==> src/rtl/team_06_sram_arbiter_if.sv <==
// Bundle of requester A/B and wishbone_manager user-side signals for the SRAM arbiter.
// slave = arbiter view; master = environment view (both requesters plus the manager).
interface team_06_sram_arbiter_if;
  logic        req_a;
  logic        we_a;
  logic [31:0] addr_a;
  logic [31:0] wdata_a;
  logic [3:0]  sel_a;
  logic        done_a;
  logic        err_a;
  logic [31:0] rdata_a;

  logic        req_b;
  logic        we_b;
  logic [31:0] addr_b;
  logic [31:0] wdata_b;
  logic [3:0]  sel_b;
  logic        done_b;
  logic        err_b;
  logic [31:0] rdata_b;

  logic [31:0] mgr_wdata;
  logic [31:0] mgr_addr;
  logic [3:0]  mgr_sel;
  logic        mgr_write;
  logic        mgr_read;
  logic [31:0] mgr_rdata;
  logic        mgr_busy;

  modport slave (
    input  req_a, we_a, addr_a, wdata_a, sel_a,
    input  req_b, we_b, addr_b, wdata_b, sel_b,
    input  mgr_rdata, mgr_busy,
    output done_a, err_a, rdata_a,
    output done_b, err_b, rdata_b,
    output mgr_wdata, mgr_addr, mgr_sel, mgr_write, mgr_read
  );

  modport master (
    output req_a, we_a, addr_a, wdata_a, sel_a,
    output req_b, we_b, addr_b, wdata_b, sel_b,
    output mgr_rdata, mgr_busy,
    input  done_a, err_a, rdata_a,
    input  done_b, err_b, rdata_b,
    input  mgr_wdata, mgr_addr, mgr_sel, mgr_write, mgr_read
  );
endinterface

==> src/rtl/team_06_sram_arbiter.sv <==
// Two-requester arbiter in front of wishbone_manager: round-robin grant, one-cycle strobe, busy tracking.
// Define TEAM_06_SRAM_ARB_FIXED_PRIO_EN to give requester A strict priority on ties.
module team_06_sram_arbiter #(
  parameter int unsigned TIMEOUT_CYC = 16,
  parameter int unsigned CNT_W       = $clog2(TIMEOUT_CYC + 1)
) (
  input logic                   clk,
  input logic                   rst,
  team_06_sram_arbiter_if.slave bus
);

  localparam logic [2:0] S_IDLE       = 3'd0;
  localparam logic [2:0] S_ISSUE      = 3'd1;
  localparam logic [2:0] S_WAIT_START = 3'd2;
  localparam logic [2:0] S_WAIT_DONE  = 3'd3;
  localparam logic [2:0] S_DONE       = 3'd4;

  localparam logic GNT_A = 1'b0;
  localparam logic GNT_B = 1'b1;

  logic [2:0]       state_q, state_d;
  logic             gnt_q, gnt_d;
  logic             last_gnt_q, last_gnt_d;
  logic             we_q, we_d;
  logic [31:0]      addr_q, addr_d;
  logic [31:0]      wdata_q, wdata_d;
  logic [3:0]       sel_q, sel_d;
  logic [CNT_W-1:0] cnt_q, cnt_d;
  logic             err_q, err_d;
  logic [31:0]      rdata_a_q, rdata_a_d;
  logic [31:0]      rdata_b_q, rdata_b_d;
  logic             pick_b;

`ifdef TEAM_06_SRAM_ARB_FIXED_PRIO_EN
  assign pick_b = bus.req_b & ~bus.req_a;
`else
  assign pick_b = bus.req_b & (~bus.req_a | (last_gnt_q == GNT_A));
`endif

  always_comb begin
    // NOTE: every next-state signal takes its held value first, so no path through this block infers a latch.
    state_d    = state_q;
    gnt_d      = gnt_q;
    last_gnt_d = last_gnt_q;
    we_d       = we_q;
    addr_d     = addr_q;
    wdata_d    = wdata_q;
    sel_d      = sel_q;
    cnt_d      = cnt_q;
    err_d      = err_q;
    rdata_a_d  = rdata_a_q;
    rdata_b_d  = rdata_b_q;

    case (state_q)
      S_IDLE: begin
        if (bus.req_a | bus.req_b) begin
          gnt_d   = pick_b ? GNT_B : GNT_A;
          we_d    = pick_b ? bus.we_b    : bus.we_a;
          addr_d  = pick_b ? bus.addr_b  : bus.addr_a;
          wdata_d = pick_b ? bus.wdata_b : bus.wdata_a;
          sel_d   = pick_b ? bus.sel_b   : bus.sel_a;
          state_d = S_ISSUE;
        end
      end
      S_ISSUE: begin
        cnt_d   = '0;
        state_d = S_WAIT_START;
      end
      S_WAIT_START: begin
        if (bus.mgr_busy) begin
          state_d = S_WAIT_DONE;
        end else if (cnt_q == CNT_W'(TIMEOUT_CYC - 1)) begin
          // Manager never acknowledged the strobe; finish with an error instead of hanging.
          err_d   = 1'b1;
          state_d = S_DONE;
        end else begin
          cnt_d = cnt_q + 1'b1;
        end
      end
      S_WAIT_DONE: begin
        if (!bus.mgr_busy) begin
          if (!we_q) begin
            if (gnt_q == GNT_B) rdata_b_d = bus.mgr_rdata;
            else                rdata_a_d = bus.mgr_rdata;
          end
          state_d = S_DONE;
        end
      end
      S_DONE: begin
        last_gnt_d = gnt_q;
        err_d      = 1'b0;
        state_d    = S_IDLE;
      end
      default: state_d = S_IDLE;
    endcase
  end

  always_ff @(posedge clk) begin
    // NOTE: sequential state uses non-blocking assignment so every register samples pre-edge values.
    if (rst) begin
      state_q    <= S_IDLE;
      gnt_q      <= GNT_A;
      last_gnt_q <= GNT_B;
      we_q       <= 1'b0;
      addr_q     <= '0;
      wdata_q    <= '0;
      sel_q      <= 4'h0;
      cnt_q      <= '0;
      err_q      <= 1'b0;
      rdata_a_q  <= '0;
      rdata_b_q  <= '0;
    end else begin
      state_q    <= state_d;
      gnt_q      <= gnt_d;
      last_gnt_q <= last_gnt_d;
      we_q       <= we_d;
      addr_q     <= addr_d;
      wdata_q    <= wdata_d;
      sel_q      <= sel_d;
      cnt_q      <= cnt_d;
      err_q      <= err_d;
      rdata_a_q  <= rdata_a_d;
      rdata_b_q  <= rdata_b_d;
    end
  end

  // Strobes and pulses decode purely from registered state, so they are glitch-free and mutually exclusive.
  assign bus.mgr_write = (state_q == S_ISSUE) &  we_q;
  assign bus.mgr_read  = (state_q == S_ISSUE) & ~we_q;
  assign bus.mgr_addr  = addr_q;
  assign bus.mgr_wdata = wdata_q;
  assign bus.mgr_sel   = sel_q;

  assign bus.done_a  = (state_q == S_DONE) & (gnt_q == GNT_A);
  assign bus.done_b  = (state_q == S_DONE) & (gnt_q == GNT_B);
  assign bus.err_a   = bus.done_a & err_q;
  assign bus.err_b   = bus.done_b & err_q;
  assign bus.rdata_a = rdata_a_q;
  assign bus.rdata_b = rdata_b_q;

endmodule

==> src/flat_wrapper.sv <==
// flat-port wrapper written by rule: the top's interface ports become plain ports
module team_06_sram_arbiter_flat 
#(
  parameter int unsigned TIMEOUT_CYC = 16,
  parameter int unsigned CNT_W       = $clog2(TIMEOUT_CYC + 1)
)
  (clk, rst, bus_req_a, bus_we_a, bus_addr_a, bus_wdata_a, bus_sel_a, bus_req_b, bus_we_b, bus_addr_b, bus_wdata_b, bus_sel_b, bus_mgr_rdata, bus_mgr_busy, bus_done_a, bus_err_a, bus_rdata_a, bus_done_b, bus_err_b, bus_rdata_b, bus_mgr_wdata, bus_mgr_addr, bus_mgr_sel, bus_mgr_write, bus_mgr_read);
  team_06_sram_arbiter_if bus_i ();
  input logic clk;
  input logic rst;
  input wire logic [$bits(bus_i.req_a)-1:0] bus_req_a;
  input wire logic [$bits(bus_i.we_a)-1:0] bus_we_a;
  input wire logic [$bits(bus_i.addr_a)-1:0] bus_addr_a;
  input wire logic [$bits(bus_i.wdata_a)-1:0] bus_wdata_a;
  input wire logic [$bits(bus_i.sel_a)-1:0] bus_sel_a;
  input wire logic [$bits(bus_i.req_b)-1:0] bus_req_b;
  input wire logic [$bits(bus_i.we_b)-1:0] bus_we_b;
  input wire logic [$bits(bus_i.addr_b)-1:0] bus_addr_b;
  input wire logic [$bits(bus_i.wdata_b)-1:0] bus_wdata_b;
  input wire logic [$bits(bus_i.sel_b)-1:0] bus_sel_b;
  input wire logic [$bits(bus_i.mgr_rdata)-1:0] bus_mgr_rdata;
  input wire logic [$bits(bus_i.mgr_busy)-1:0] bus_mgr_busy;
  output wire logic [$bits(bus_i.done_a)-1:0] bus_done_a;
  output wire logic [$bits(bus_i.err_a)-1:0] bus_err_a;
  output wire logic [$bits(bus_i.rdata_a)-1:0] bus_rdata_a;
  output wire logic [$bits(bus_i.done_b)-1:0] bus_done_b;
  output wire logic [$bits(bus_i.err_b)-1:0] bus_err_b;
  output wire logic [$bits(bus_i.rdata_b)-1:0] bus_rdata_b;
  output wire logic [$bits(bus_i.mgr_wdata)-1:0] bus_mgr_wdata;
  output wire logic [$bits(bus_i.mgr_addr)-1:0] bus_mgr_addr;
  output wire logic [$bits(bus_i.mgr_sel)-1:0] bus_mgr_sel;
  output wire logic [$bits(bus_i.mgr_write)-1:0] bus_mgr_write;
  output wire logic [$bits(bus_i.mgr_read)-1:0] bus_mgr_read;
  assign bus_i.req_a = bus_req_a;
  assign bus_i.we_a = bus_we_a;
  assign bus_i.addr_a = bus_addr_a;
  assign bus_i.wdata_a = bus_wdata_a;
  assign bus_i.sel_a = bus_sel_a;
  assign bus_i.req_b = bus_req_b;
  assign bus_i.we_b = bus_we_b;
  assign bus_i.addr_b = bus_addr_b;
  assign bus_i.wdata_b = bus_wdata_b;
  assign bus_i.sel_b = bus_sel_b;
  assign bus_i.mgr_rdata = bus_mgr_rdata;
  assign bus_i.mgr_busy = bus_mgr_busy;
  assign bus_done_a = bus_i.done_a;
  assign bus_err_a = bus_i.err_a;
  assign bus_rdata_a = bus_i.rdata_a;
  assign bus_done_b = bus_i.done_b;
  assign bus_err_b = bus_i.err_b;
  assign bus_rdata_b = bus_i.rdata_b;
  assign bus_mgr_wdata = bus_i.mgr_wdata;
  assign bus_mgr_addr = bus_i.mgr_addr;
  assign bus_mgr_sel = bus_i.mgr_sel;
  assign bus_mgr_write = bus_i.mgr_write;
  assign bus_mgr_read = bus_i.mgr_read;
  team_06_sram_arbiter #(.TIMEOUT_CYC(TIMEOUT_CYC), .CNT_W(CNT_W)) u_core (.clk(clk), .rst(rst), .bus(bus_i));
endmodule
==> config.mk <==
export PLATFORM = sky130hd
export DESIGN_NAME = team_06_sram_arbiter_flat
export DESIGN_NICKNAME = d
export VERILOG_FILES = /design/src/rtl/team_06_sram_arbiter_if.sv /design/src/rtl/team_06_sram_arbiter.sv /design/src/flat_wrapper.sv
export SDC_FILE = /design/constraint.sdc
export NUM_CORES = 1
export LEC_CHECK = 0
export CORE_AREA = 2 2 143 159
export CTS_CLUSTER_DIAMETER = 150
export DETAILED_ROUTE_END_ITERATION = 12
export DIE_AREA = 0 0 145 161
export GPL_ROUTABILITY_DRIVEN = 0
export SLEW_MARGIN = 20
export SYNTH_ARGS = -nofsm -noshare
export SYNTH_HDL_FRONTEND = slang
export SYNTH_SLANG_ARGS = --single-unit
==> constraint.sdc <==
create_clock -name clk -period 1.8 [get_ports clk]
set_input_delay 0.27 -clock clk [delete_from_list [all_inputs] [get_ports clk]]
set_output_delay 0.27 -clock clk [all_outputs]
set_load 0.005 [all_outputs]
==> results of run 1 <==
stage by stage:
stage          util [%]  hold WS, ps  cell area [um^2]
6_report          48.98        261.3             10650
5_1_grt           48.97        260.8             10650
4_1_cts           48.70        248.3             10590
3_5_place_dp      45.91        456.8              9987
3_3_place_gp      45.91        455.4              9987
2_1_floorplan         -        421.7              6414
Yosys cell counts (3+ instances only):
cell,n
ha_1,3
a31oi_1,4
o21ai_0,3
and3_1,3
a311oi_2,10
nor2_1,5
nor3_1,3
buf_6,6
nand2b_1,98
and2_1,3
dfxtp_1,144
a21oi_1,71
buf_4,4
buf_1,8
nand2_1,141
buf_2,12
clkbuf_1,38
mux2i_1,64
nor3b_1,3
a311oi_1,59
cell type report:
type	count	area [um^2]
Fill cell	2098	11100
Timing Repair Buffer	351	3553
Multi-Input combinational cell	497	3251
Sequential cell	144	2894
Clock buffer	17	425.4
Tap cell	295	369.1
Clock inverter	15	151.4
Inverter	2	7.507
Antenna cell	1	2.502
registers in the layout (all words and copies together) (netlist names):
| signal | count |
|---|---|
| u_core.bus.mgr_wdata | 32 |
| u_core.bus.rdata_b | 32 |
| u_core.state_q | 3 |
| u_core.err_q | 1 |
| u_core.we_q | 1 |
| u_core.bus.mgr_addr | 32 |
| u_core.last_gnt_q | 1 |
| u_core.bus.mgr_sel | 4 |
| u_core.bus.rdata_a | 32 |
| u_core.cnt_q | 5 |
| u_core.gnt_q | 1 |
cells by family (layout without fill, tap and decap cells):
logic type               Yosys count  in the layout  share of synthesized area, %
adder cells (fa/ha/maj)            3              3                        0.5858
AND/OR/NAND/NOR                  269            269                         20.77
other                              0              1                             0
buffers and inverters             70            385                         5.271
multiplexers                      64             64                         9.996
flip-flops                       144            144                         44.98
AO/OA/AOI/OAI                    161            161                         18.39
metal layers:
layer	global-route usage, %	wire, um	share of wire [%]	up-vias
li1	-	-	-	3105
met1	21.85	9408	42	2869
met2	31.10	10420	46	260
met3	8.023	2081	9.3	34
met4	7.111	525	2.3	2
met5	0	13	0.058	-
timing repair:
action                                  4_1_cts  5_1_grt
pin swaps                                     2        3
buffers inserted                              1        5
endpoints found under the setup margin        6        6
hold endpoints to repair                      0        0
gates resized for setup                      19       10
worst max-delay path: cells and delay by family (launching register included):
kind                   cells  cell delay [ps]
flip-flops                 1              370
AND/OR/NAND/NOR            1              140
buffers and inverters      3              530
worst min path at each step:
stage,to,slack [ps],cells past startpoint,from
after floorplan,u_core.state_q[0]$_SDFFE_PP0P_,420,2,bus_mgr_busy
after global placement,u_core.bus.rdata_b[11]$_SDFFE_PP0P_,460,2,u_core.bus.rdata_b[11]$_SDFFE_PP0P_
after detailed placement,u_core.cnt_q[3]$_SDFFE_PP0P_,460,1,u_core.cnt_q[3]$_SDFFE_PP0P_
after CTS,u_core.gnt_q$_SDFFE_PP0P_,250,2,rst
after global routing,u_core.gnt_q$_SDFFE_PP0P_,260,2,rst
final,u_core.err_q$_SDFFE_PP0P_,260,2,rst
report_power, final:
part / switching, uW / internal [uW]
registers: 161 / 3450
logic: 896 / 1230
clock network: 1570 / 1950
==> run metrics, run 1 <==
Avg WL per Cell=16.98 um; Reg-to-Reg Start=u_core.cnt_q[0]$_SDFFE_PP0P_; die area=23350 um^2; CTS tree=done; TritonCTS Buffers=17; ys flop type=dfxtp_1; first-pass GRT wire length=34770 um; Fmax achieved=between 500 and 600 MHz; Final period util=96.43%; Max Slew Vio Count=0; Worst EP required=between 1500 and 2000 ps; Max stage delay on crit path=roughly 370 ps; top-area cell type share of the netlist area=44.98%; crit start category=flop; Post-DP HPWL=approximately 16000 um; Syn-to-layout area delta=66.24%; CTS Buffer Depth=2; cell row count=57; Hold-fix buffers, CTS=0; crit path kind=reg -> out; most frequent cells in the layout=clkdlybuf4s50_1 (305), nand2_1 (141), dfxtp_1 (141), nand2b_1 (98), a21oi_1 (71); asr flop ratio synth=0%; Worst EP arrival=about 1500 ps; Final Skew=between 15 and 20 ps; via count=6270; Worst-Margin Slew=474.1 ps; CP most frequent cell=buf_4; setup repair after global routing missed its margin=no; max-cap violations=0; Synth area leaders=dfxtp_1 (45%), mux2i_1 (10%), nand2b_1 (9.6%); register area share after synthesis=44.98%; commonest non-fill, non-tap cell in the layout=clkdlybuf4s50_1; Vert. Die Dim=161 um; crit-path cells=buf_4, and3_4, buf_4, dlygate4sd2_1; min setup slack post-route=64.18 ps; Detailed Route WL=22450 um; Worst R2R Path Depth=7; Ys Warns=0; Routed Antenna Nets=0; dpl cells=1283; Worst R2R End=u_core.cnt_q[3]$_SDFFE_PP0P_; Clk Latency, worst-skew pair=roughly 440 ps; Die W=145 um; reg2reg setup slack=roughly 120 ps; DRT Pass-1 Iters=7; Synth Register Bits=144; crit path to=bus_done_b; Core Footprint=around 22000 um^2; non-filler instance count after layout=between 1000 and 1500; CTS root buffer=clkbuf_16; H-tree levels=4; largest net degree at the start of global routing=55; vias in the first global route=6291; dpl ws=-36.70 ps; critical path peak fanout=4; status=completed; aggregate global routing overflow=0; Peak VDD IR=689.2 uV; Slew HR=68.15%; synthesized area=6409 um^2; P per Cell Area=869.1 nW/um^2; initial antenna violation count=2; count of final hold-check violations=0; EDFF count, synth=0; I/O pin cnt=roughly 310; Yosys cell types=42; total power=approximately 9300 uW; Initial Util=29.46%; Synth Instances=between 700 and 800; GRT Total Usage=about a fifth; Tmin final=1736 ps; area leader, netlist=dfxtp_1; final setup violation count=0; Critical-path top delay cell=dfxtp_4; # clock sinks=144; Mapped Nets=~890; LEAKAGE=0.004073 uW; CTS clk-pin slew, worst paths=60 ps; CP Launch Point=u_core.state_q[2]$_SDFFE_PP0P_; final net count=1191; vias per inst=about 4.7; residual DRC count=0; share of cells above drive strength 1=10.04%; setup TNS=0 ps; Hold WC Path Type=in -> reg; mean post-synth cell area=9.014 um^2; IO buf count=about 310; CP Capture Type=output pin; Iter 0 DRT Violations=248
(Power assumes the default switching activity.)
==> inputs of run 2 (changes only) <==
--- a/config.mk
+++ b/config.mk
@@ -6,7 +6,7 @@
 export NUM_CORES = 1
 export LEC_CHECK = 0
 export CORE_AREA = 2 2 143 159
-export CTS_CLUSTER_DIAMETER = 150
+export CTS_CLUSTER_DIAMETER = 100
 export DETAILED_ROUTE_END_ITERATION = 12
 export DIE_AREA = 0 0 145 161
 export GPL_ROUTABILITY_DRIVEN = 0
==> results of run 2 <==
The final DEF is identical to that of run 1; final timing and power are the same.
